### src/rtl/fft_frame_sequencer.sv
// fft_frame_sequencer
//   Moves one FFT frame through the xfft core. On an accepted start it sends the
//   core's config word (first frame after reset only). It then streams N real
//   samples from the sample buffer BRAM into the core. It collects the N output
//   bins and writes a 16-bit magnitude estimate for bins 0..N/2-1 into the
//   output buffer BRAM.
//
// Ports
//   clock, reset_n            : single clock, asynchronous active-low reset
//   start / busy / done / err : frame control, status and sticky tlast-mismatch flag
//   sbuf_en/addr/dout         : sample buffer read port (1-cycle read latency)
//   cfg_tdata/tvalid/tready   : xfft config channel
//   s_tdata/tvalid/tready/tlast : xfft input stream {16'h0000 imag, real sample}
//   m_tdata/tvalid/tready/tlast : xfft output stream {imag, real}, both signed
//   obuf_en/we/addr/din       : output buffer write port (unsigned magnitudes)
module fft_frame_sequencer #(
   parameter int          LOG2N    = 10,
   parameter logic [15:0] CFG_WORD = 16'h0001
) (
   input  logic             clock,
   input  logic             reset_n,
   input  logic             start,
   output logic             busy,
   output logic             done,
   output logic             err,
   output logic             sbuf_en,
   output logic [LOG2N-1:0] sbuf_addr,
   input  logic [15:0]      sbuf_dout,
   output logic [15:0]      cfg_tdata,
   output logic             cfg_tvalid,
   input  logic             cfg_tready,
   output logic [31:0]      s_tdata,
   output logic             s_tvalid,
   input  logic             s_tready,
   output logic             s_tlast,
   input  logic [31:0]      m_tdata,
   input  logic             m_tvalid,
   output logic             m_tready,
   input  logic             m_tlast,
   output logic             obuf_en,
   output logic             obuf_we,
   output logic [LOG2N-1:0] obuf_addr,
   output logic [15:0]      obuf_din
);

   typedef enum logic [2:0] {IDLE, CONFIG, LOAD, UNLOAD, FLUSH} state_t;

   state_t state, state_next;

   logic             cfg_sent;
   logic             accept;
   logic             cfg_hs;

   // Load path: read counter (one extra bit marks "all N reads issued"),
   // beat counter, BRAM read-in-flight flag, output register and skid register.
   logic [LOG2N:0]   rd_cnt;
   logic [LOG2N-1:0] snd_cnt;
   logic             rd_vld;
   logic             out_v, skid_v;
   logic [15:0]      out_data, skid_data;
   logic             s_pop;
   logic [1:0]       occ_now, occ_next;
   logic             rd_issue;

   // Unload path
   logic [LOG2N-1:0] j_cnt;
   logic             m_hs;
   logic             j_last;
   logic [15:0]      abs_re, abs_im, mag_hi, mag_lo, mag;

   // A start that lands on the done cycle is ignored.
   assign accept = start && (state == IDLE) && !done;
   assign cfg_hs = (state == CONFIG) && cfg_tready;

   // ---------------------------------------------------------------- FSM
   always_ff @(posedge clock or negedge reset_n) begin
      if (!reset_n) state <= IDLE;
      else          state <= state_next;
   end

   // NOTE: every signal written here gets a default first, so no path leaves
   // it unassigned and no latch is inferred.
   always_comb begin
      state_next = state;
      busy       = (state != IDLE);
      cfg_tvalid = 1'b0;
      cfg_tdata  = '0;
      m_tready   = 1'b0;
      unique case (state)
         IDLE:   if (accept) state_next = cfg_sent ? LOAD : CONFIG;
         CONFIG: begin
            cfg_tvalid = 1'b1;
            cfg_tdata  = CFG_WORD;
            if (cfg_tready) state_next = LOAD;
         end
         LOAD:   if (s_pop && (&snd_cnt)) state_next = UNLOAD;
         UNLOAD: begin
            m_tready = 1'b1;
            if (m_hs && j_last) state_next = FLUSH;
         end
         FLUSH:  state_next = IDLE;
         default: state_next = IDLE;
      endcase
   end

   // ---------------------------------------------------------------- load path
   assign s_tvalid  = out_v;
   assign s_tdata   = {16'h0000, out_data};
   // snd_cnt only advances on a handshake, so tlast holds steady under stall.
   assign s_tlast   = out_v && (&snd_cnt);
   assign s_pop     = out_v && s_tready;

   // Items held once this cycle's pop and BRAM capture settle. A read issued now
   // lands a cycle later, so allow it only when at most one slot is occupied.
   // That keeps one beat per cycle and never overflows the two registers.
   assign occ_now   = {1'b0, out_v} + {1'b0, skid_v} + {1'b0, rd_vld};
   assign occ_next  = occ_now - {1'b0, s_pop};
   assign rd_issue  = (state == LOAD) && !rd_cnt[LOG2N] && (occ_next <= 2'd1);
   assign sbuf_en   = rd_issue;
   assign sbuf_addr = rd_cnt[LOG2N-1:0];

   // NOTE: sequential state uses non-blocking assignments only, so every
   // register here samples pre-edge values regardless of statement order.
   always_ff @(posedge clock or negedge reset_n) begin
      if (!reset_n) begin
         cfg_sent  <= 1'b0;
         rd_cnt    <= '0;
         snd_cnt   <= '0;
         rd_vld    <= 1'b0;
         out_v     <= 1'b0;
         skid_v    <= 1'b0;
         out_data  <= '0;
         skid_data <= '0;
      end else begin
         if (cfg_hs) cfg_sent <= 1'b1;

         if (accept) begin
            rd_cnt  <= '0;
            snd_cnt <= '0;
         end else begin
            if (rd_issue) rd_cnt  <= rd_cnt + 1'b1;
            if (s_pop)    snd_cnt <= snd_cnt + 1'b1;
         end
         rd_vld <= rd_issue;

         // Oldest item sits in out_data, next in skid_data, newest on sbuf_dout.
         if (s_pop) begin
            if (skid_v) begin
               out_data <= skid_data;
               skid_v   <= rd_vld;
               if (rd_vld) skid_data <= sbuf_dout;
            end else begin
               out_v <= rd_vld;
               if (rd_vld) out_data <= sbuf_dout;
            end
         end else if (rd_vld) begin
            if (!out_v) begin
               out_v    <= 1'b1;
               out_data <= sbuf_dout;
            end else begin
               skid_v    <= 1'b1;
               skid_data <= sbuf_dout;
            end
         end
      end
   end

   // ---------------------------------------------------------------- unload path
   function automatic logic [15:0] abs16(input logic [15:0] v);
      // -32768 maps to 16'h8000, which is 32768 read as unsigned.
      return v[15] ? (~v + 16'd1) : v;
   endfunction

   assign m_hs   = m_tvalid && (state == UNLOAD);
   assign j_last = &j_cnt;
   assign abs_re = abs16(m_tdata[15:0]);
   assign abs_im = abs16(m_tdata[31:16]);
   assign mag_hi = (abs_re > abs_im) ? abs_re : abs_im;
   assign mag_lo = (abs_re > abs_im) ? abs_im : abs_re;
   assign mag    = mag_hi + (mag_lo >> 1);
   assign obuf_en = obuf_we;

   always_ff @(posedge clock or negedge reset_n) begin
      if (!reset_n) begin
         j_cnt     <= '0;
         obuf_we   <= 1'b0;
         obuf_addr <= '0;
         obuf_din  <= '0;
         err       <= 1'b0;
         done      <= 1'b0;
      end else begin
         done    <= (state == FLUSH);
         obuf_we <= m_hs && !j_cnt[LOG2N-1];
         if (m_hs && !j_cnt[LOG2N-1]) begin
            obuf_addr <= j_cnt;
            obuf_din  <= mag;
         end

         if (accept)    j_cnt <= '0;
         else if (m_hs) j_cnt <= j_cnt + 1'b1;

         if (accept)
            err <= 1'b0;
         else if (m_hs && (m_tlast != j_last))
            err <= 1'b1;
      end
   end

endmodule

### config.mk
export PLATFORM = sky130hd
export DESIGN_NAME = fft_frame_sequencer
export DESIGN_NICKNAME = d
export VERILOG_FILES = /design/src/rtl/fft_frame_sequencer.sv
export SDC_FILE = /design/constraint.sdc
export NUM_CORES = 1
export LEC_CHECK = 0
export CORE_UTILIZATION = 30
export CTS_CLUSTER_DIAMETER = 200
export DETAILED_ROUTE_END_ITERATION = 12
export MAX_ROUTING_LAYER = met4
export PLACE_DENSITY = 0.6
export SYNTH_ARGS = -nofsm -noshare
export SYNTH_HDL_FRONTEND = slang
export SYNTH_SLANG_ARGS = --single-unit
### constraint.sdc
create_clock -name clock -period 2.8 [get_ports clock]
set_input_delay 0.56 -clock clock [delete_from_list [all_inputs] [get_ports clock]]
set_output_delay 0.56 -clock clock [all_outputs]
set_load 0.02 [all_outputs]
==> impl_results.md, run 1 <==
* Total Routing Usage GR at 14.8%
* Die width at 150 um
* Drc violations at 0
* Most frequent cell after synthesis: dfrtp_1
* Largest stage delay, worst path at around 0.59 ns
* H-tree depth at 3
* Final Max Tran Viols at 0
* Crit end category: flop
* Yosys reg bits at 99
* Max Cap Violations at 0
* Setup violators final at 16
* Antenna violations before repair at 0
* Combinational share of power at 55.4%
* Row Count at between 50 and 60
* Ys Warns at 0
* Diodes inserted at 0
* CTS tree: built
* Post-synthesis sequential area ratio at between 30% and 40%
* WP buf/inv at 7
* CP Class: primary input to flop
* Cell area after synthesis at about 6500 um2
* Nets at 1048
* Leakage at roughly 4.6 nW
* First DRT Iteration DRCs at between 100 and 150
* Chip height at between 100 and 150 um
* Ratio of cells with drive above 1 in the final layout at roughly 26%
* Placed cell count at approximately 1200
* Max VDD drop at approximately 0.00037 V
* P_int at about 5.2 mW
* Synth top cells by count: dfrtp_1 (99), nand2_1 (94), nor2_1 (56)
* Cell family with most CP delay: simple AND/OR/NAND/NOR gates
* CP Data Required Time at 3.08 ns
* Core Box Area at roughly 21000 um2
* NetSw at 3.17 mW
* Post-Route WL at 15600 um
* Clock Latency Late Sink at roughly 0.34 ns
* Synthesized area per cell at roughly 9.2 um2
* Initial Util at a little under a third
* Synth Instances at 712
* Violated checks: negative setup slack
* Crit share post-route at 186%
* Clk slew on worst S/H paths at 0.06 ns
* Most frequent CP cell: buf_6
* Layout Cells excl Fill at around 1200
* Worst Path Arrival at around 5.5 ns
* Vias after detailed routing at 5572
* Setup ws final at -2.41 ns
* Routability cong. at around 0.83
* Post-synth EDFFs at 0
* Met1 usage at ~18%
* # fillers at 2072
* Main flop type after synthesis: dfrtp_1
* DIE AREA at 22400 um2
* Clock share of power at between 10% and 20%
* Largest buffer count on any clock path at 2
* Area fraction of the dominant cell type after synthesis at a little under two fifths
* Clock sink total at 99
* Pwr dens at 867 nW/um2
* Clock skew at roughly 0.0069 ns
* Number of hold buffers added after cts at 0
* FF/Latch Area at approximately 2500 um2
* Synth unique cells at 54
* Final Hold Violating Endpoints at 0
* Io pins at 149
* GR peak layer: met2
* WL/cell at around 13 um
* GR Layer Usage met3 at roughly 1.7%
* Synth async-reset ratio at 100%
* Flop pwr share at between 20% and 30%
* Number of global-route vias before repair at 5454
* Via density at about 4.5
* Root Driver: clkbuf_16
* Slowest CP cell: or4b_4
* Outcome: complete, but fails checks
* RSZ-0062 raised after global routing: yes
* Number of detailed-route iterations in the first pass at 4
* DP Area at ~9000 um2
* Worst slew pin tran at about 0.59 ns
* Final min period at about 5.2 ns
* Max_slew headroom at roughly 60%
* Min-delay worst type: primary input to asynchronous set/reset pin
* Gr ovfl total at 0
* Crit-path cells: buf_6 -> or2_1 -> or4_4 -> or4b_4 -> or4b_4 -> inv_4 -> ha_4 -> buf_6 -> and4_1 -> a221oi_2 -> a31oi_4 -> buf_12 -> buf_12 -> mux2i_4 -> buf_6 -> fa_2 -> a21o_1 -> a21oi_2 -> o21ai_2 -> a31oi_1 -> buf_4 -> xnor2_2 -> nand2_1 -> nand2_1
* Crit start category: primary input
* Total CTS buffers at 9
* Area delta synth->final at 48.1%
* DP Wirelength at 11900 um
* Footprint of the multi-input gates at 3990 um2
* Most area-consuming cells after synthesis: dfrtp_1 (38%), ha_1 (7.5%), mux2i_1 (6.9%), xor2_1 (6.3%), nand2_1 (5.4%)
* Final Util at between 40% and 50%
* Largest net degree at the start of global routing at 46
* Peak fanout along the critical path at 7
* # port buffers at 117
* Final ANT Viol Nets at 0
* Final Instance Area at 9690 um2
* Leading area contributor after synthesis: dfrtp_1
* TNS Setup at -34.04 ns
* Switching Fraction at a little under two fifths
* Global-route wire length before repair at roughly 26000 um
* Peak Freq at between 150 and 200 MHz
* Met2 Resource Use GR at 25.3%
-- kinds of logic after synthesis --
kind of cell,count (synthesis),share of synthesized area [%]
xor+xnor,64,8.57
flops,99,37.9
simple gates,227,16.5
compound gates,123,11.3
mux,62,9.98
buf+inv,96,7.99
other cells,1,0.0573
fa+ha+maj,40,7.76
-- worst reg2reg max path, delay by kind of cell (launching register included) --
kind	cells	cell delay [ns]
and+or+nand+nor	3	0.78
DFF	1	0.40
AOI/OAI and AO/OA	2	0.32
xor gates and xnor gates	1	0.12
adders and majority gates	2	0.58
buffers and inverters	2	0.27
-- per-layer routing --
| metal | vias up | wire length [um] |
|---|---|---|
| li1 | 2871 | - |
| met1 | 2597 | 7060 |
| met2 | 94 | 7870 |
| met3 | 10 | 496 |
| met4 | 0 | 172 |
| met5 | - | 0 |
-- repair_timing --
item / CTS / global route
setup buffers: 16 / 4
gates resized for setup: 50 / 42
gates cloned: 1 / 0
setup endpoints to repair: 19 / 19
pin swaps: 43 / 40
-- flip-flops by register name, indices dropped and copies added (netlist names), 3 cells and up --
signal / cells
obuf_din: 16
out_data: 16
snd_cnt: 10
skid_data: 16
obuf_addr: 10
rd_cnt: 11
j_cnt: 10
state: 3
-- power by group through the flow --
stage | Sequential (mW) | Combinational [mW] | Clock (mW)
floorplan | 2.60 | 2.30 | 0
finish | 2.36 | 4.66 | 1.39
detailed placement | 2.38 | 4.25 | 0
global placement | 2.37 | 4.20 | 0
CTS | 2.36 | 4.53 | 1.43
global route | 2.43 | 5.09 | 1.48
-- path summary, 6_finish.rpt --
| kind | cells past startpoint | slack (ns) | start | end |
|---|---|---|---|---|
| max | 24 | -2.41 | m_tdata[1] | obuf_din[10] |
| min | 1 | 0.22 | reset_n | rd_cnt[8] |
| max reg2reg | 10 | 0.27 | rd_vld | rd_cnt[6] |
| min reg2reg | 2 | 0.48 | obuf_addr[0] | obuf_addr[0] |
| max in group asynchronous | 2 | 1.87 | reset_n | j_cnt[9] |
| min in group clock | 2 | 0.48 | obuf_addr[0] | obuf_addr[0] |
-- metrics by stage --
stage          hold slack (ns)  power [mW]  worst slack [ns]
2_1_floorplan            0.264        4.91             -2.41
3_3_place_gp             0.463        6.56             -2.96
3_5_place_dp             0.466        6.63             -3.09
4_1_cts                  0.238        8.32             -2.48
5_1_grt                  0.269        9.00             -2.59
6_report                 0.219        8.40             -2.41
-- layout make-up --
cell class	instances	share of cell area [%]
inverter	30	1.19
sequential	99	25.6
timing repair buffer	266	25.1
tap	275	3.55
clock inverter	5	1.07
multi-input combinational	547	41.2
clock buffer	9	2.32
-- cell usage in the layout, fill, tap and decap left out, drive strengths merged, types with 4 or more instances in the layout --
cell / netlist / final
ha: 39 / 39
mux2i: 46 / 46
nand2b: 5 / 5
conb: 1 / 31
nand2: 94 / 94
clkdlybuf4s50: 0 / 106
inv: 29 / 29
nor2: 56 / 56
xor2: 47 / 47
o31ai: 7 / 7
a31oi: 6 / 6
a21o: 9 / 9
xnor2: 17 / 17
nor4: 5 / 5
or3: 10 / 10
nor3: 8 / 8
nand4: 13 / 13
o21ai: 36 / 36
mux2: 16 / 16
clkbuf: 19 / 9
and2: 4 / 4
dlygate4sd2: 0 / 5
and3: 7 / 7
dfrtp: 99 / 99
buf: 47 / 152
a21oi: 43 / 43
nand3: 9 / 9
Note: power is estimated with default switching activity, not from simulation.
==> inputs of run 2 (changes only) <==
Settings changed: CORE_UTILIZATION 30 to 25, CTS_BUF_LIST set to sky130_fd_sc_hd__clkbuf_4 sky130_fd_sc_hd__clkbuf_8, PLACE_DENSITY 0.6 to 0.54.
Clock period 2.8 ns to 6.66 ns, I/O delays scaled along.
==> run 2 against run 1 <==
Effect of this change:
- the flow now finishes without violations
- worst setup slack gained 2.7 ns
- register-to-register slack gained 3.6 ns
- global-route usage fell by 3.1 points
- non-clock buffer count is 85 lower
- worst hold slack gained 0.27 ns
- sequential power down 58%
- sequential share of layout area rose by 3.4 points
- final cell count shrank 2.3%
- routed wire length fell by 3.5%
- combinational power fell by 64%
- die area up 20%
==> impl_results.md, run 2 (same netlist as run 1, synthesis figures left out) <==
* DP Area at 8330 um2 (-6.0%)
* Crit end category: flop
* Clock skew at 0.0166 ns (+0.00971 ns)
* Total CTS buffers at 9 (unchanged)
* First DRT Iteration DRCs at 297 (+150%)
* Chip height at 164 um (+9.4%)
* Final Instance Area at 8540 um2 (-12%)
* Row Count at 58 (+9.4%)
* Max VDD drop at 0.000210 V (-44%)
* CP Data Required Time at 6.90 ns (+3.82 ns)
* Vias after detailed routing at 5245 (-5.9%)
* Commonest non-fill, non-tap cell in the layout: clkdlybuf4s50_1
* CTS tree: built
* Crit share post-route at between 90% and 100%
* Largest stage delay, worst path at 0.53 ns (-0.06 ns)
* Root Driver: clkbuf_8
* Area delta synth->final at 30.6%
* Number of hold buffers added after cts at 0 (unchanged)
* Pwr dens at 356 nW/um2 (-59%)
* Diodes inserted at 0 (unchanged)
* Die width at 164 um (+9.4%)
* WL/cell at 12.5 um (-1.2%)
* Number of global-route vias before repair at 4988 (-8.5%)
* Io pins at 149 (unchanged)
* WP buf/inv at 3 (-4)
* Global-route wire length before repair at 24400 um (-6.3%)
* Power Total at 3.04 mW (-64%)
* Commonest cells after routing, fill and taps aside: clkdlybuf4s50_1 (116), dfrtp_1 (99), nand2_1 (94)
* Core Box Area at 25400 um2 (+20%)
* Layout Cells excl Fill at 1203 (-2.3%)
* Most frequent CP cell: ha_1
* Crit-path cells: clkdlybuf4s50_1 -> or2_1 -> or4_4 -> or4b_4 -> o31ai_2 -> xor2_1 -> inv_1 -> ha_1 -> nand4_1 -> a2111o_1 -> a31oi_4 -> buf_4 -> mux2i_1 -> ha_1 -> a211o_1 -> a21oi_1 -> o211ai_1 -> a31oi_1 -> o21ai_0 -> xnor2_1 -> o21ai_2
* Max_slew headroom at 35.6% (-25 points)
* Routability cong. at 0.804 (-3.7%)
* Biggest regs: obuf_din: 16 flops, out_data: 16 flops, skid_data: 16 flops
* Peak Freq at between 150 and 200 MHz
* Outcome: finished clean
* # fillers at 2664 (+29%)
* Placed cell count at 1186 (-0.84%)
* Footprint of the multi-input gates at 3680 um2 (-7.7%)
* Cell family with most CP delay: compound AO/OA/AOI/OAI gates
* Clock sink total at 99 (unchanged)
* Setup violators final at 0 (-16)
* Min-delay worst type: flop to flop
* Clk slew on worst S/H paths at 0.11 ns (+0.05 ns)
* DIE AREA at 26800 um2 (+20%)
* Nets at 963 (-8.1%)
* TNS Setup at 0 ns (+34.04 ns)
* Final min period at between 6 and 7 ns
* Drc violations at 0 (unchanged)
* Clock Latency Late Sink at 0.38 ns (+0.04 ns)
* Final Util at 33.6% (-12 points)
* Final ANT Viol Nets at 0 (unchanged)
* Ratio of cells with drive above 1 in the final layout at 12.7% (-13 points)
* Antenna violations before repair at 0 (unchanged)
* Slowest CP cell: or4b_4
* Final Max Tran Viols at 0 (unchanged)
* Peak fanout along the critical path at 7 (unchanged)
* RSZ-0062 raised after global routing: no
* Worst Path Arrival at 6.59 ns (+1.10 ns)
* Gr ovfl total at 0 (unchanged)
* Number of detailed-route iterations in the first pass at 5 (+1)
* FF/Latch Area at 2480 um2 (about the same)
* # port buffers at 117 (unchanged)
* Initial Util at 25.8% (-5.1 points)
* Total Routing Usage GR at 11.7% (-3.1 points)
* Final Hold Violating Endpoints at 0 (unchanged)
* Max Cap Violations at 0 (unchanged)
* Via density at 4.36 (-3.7%)
* Leakage at 3.95 nW (-14%)
* Post-Route WL at 15100 um (-3.5%)
* Largest buffer count on any clock path at 2 (unchanged)
* CP Class: primary input to flop
* Largest net degree at the start of global routing at 52 (+13%)
* Crit start category: primary input
* H-tree depth at 3 (unchanged)
* Worst slew pin tran at 0.964 ns (+0.372 ns)
* DP Wirelength at 11800 um (-0.91%)
[run 2: cell types whose count changed in the layout (fill, tap and decap cells not counted), sizes merged, moves of 3 or more]
cell / delta
dlygate4sd2: -5
clkdlybuf4s50: +10
buf: -87
bufinv: -3
inv: +3
[run 2: worst register-to-register path, cell delays in order (launching register included)]
cell	delay (ns)
dfrtp_1	0.48
nand2_1	0.16
ha_1	0.30
ha_1	0.27
a21oi_1	0.16
xnor2_1	0.11
nor4_2	0.23
buf_4	0.22
nand4_1	0.24
or3_1	0.42
a21oi_1	0.15
[run 2: path summary, 6_finish.rpt]
kind                       depth (start not counted)   startpoint  slack (ns)      endpoint
max reg2reg                                       10     s_tvalid        3.85     rd_cnt[6]
min reg2reg                                        2  obuf_din[7]        0.48   obuf_din[7]
max in group asynchronous                          2      reset_n        4.59  skid_data[0]
max                                               21   m_tdata[1]        0.31  obuf_din[15]
min                                                2  obuf_din[7]        0.48   obuf_din[7]
min in group asynchronous                          1      reset_n        0.97     rd_cnt[6]
[run 2: where the power goes]
part,total (mW),leakage [nW],internal [mW],switching (mW)
sequential,0.981,1.23,0.823,0.158
combinational,1.67,2.63,0.822,0.850
clock,0.386,0.0926,0.146,0.240
total,3.04,3.95,1.79,1.25
[run 2: layer usage]
metal | up-vias | share of wire [%] | GRT usage, %
met4 | 0 | 0.66 | 2.86
met5 | - | 0 | -
met2 | 102 | 47 | 19.1
met3 | 11 | 5.0 | 2.45
met1 | 2430 | 47 | 14.6
li1 | 2702 | - | -
[run 2: timing repair]
item / CTS / global route
resized for setup: 0 / 1
setup endpoints to repair: 0 / 9
buffers inserted: 0 / 1
endpoints found under the hold margin: 0 / 0
[run 2: final cells by class]
type	instances	area share, %
repair buffers	181	19.5
clock buffers	9	1.45
multi-input cells	547	43.1
flip-flops and latches	99	29.0
inverters	30	1.32
clock inverters	7	0.835
well taps	330	4.83
[run 2: per-stage QoR]
stage | setup WS, ns | hold slack, ns
after floorplan | 0.103 | 0.450
after global placement | -0.0917 | 0.462
after detailed placement | -0.206 | 0.466
after CTS | 0.188 | 0.494
after global routing | 0.0147 | 0.506
final | 0.308 | 0.484
==> inputs of run 3 (changes only) <==
Settings changed: CTS_CLUSTER_SIZE set to 24.
==> results of run 3 <==
Same layout as run 2: the final DEF is identical, and so are final timing and power.
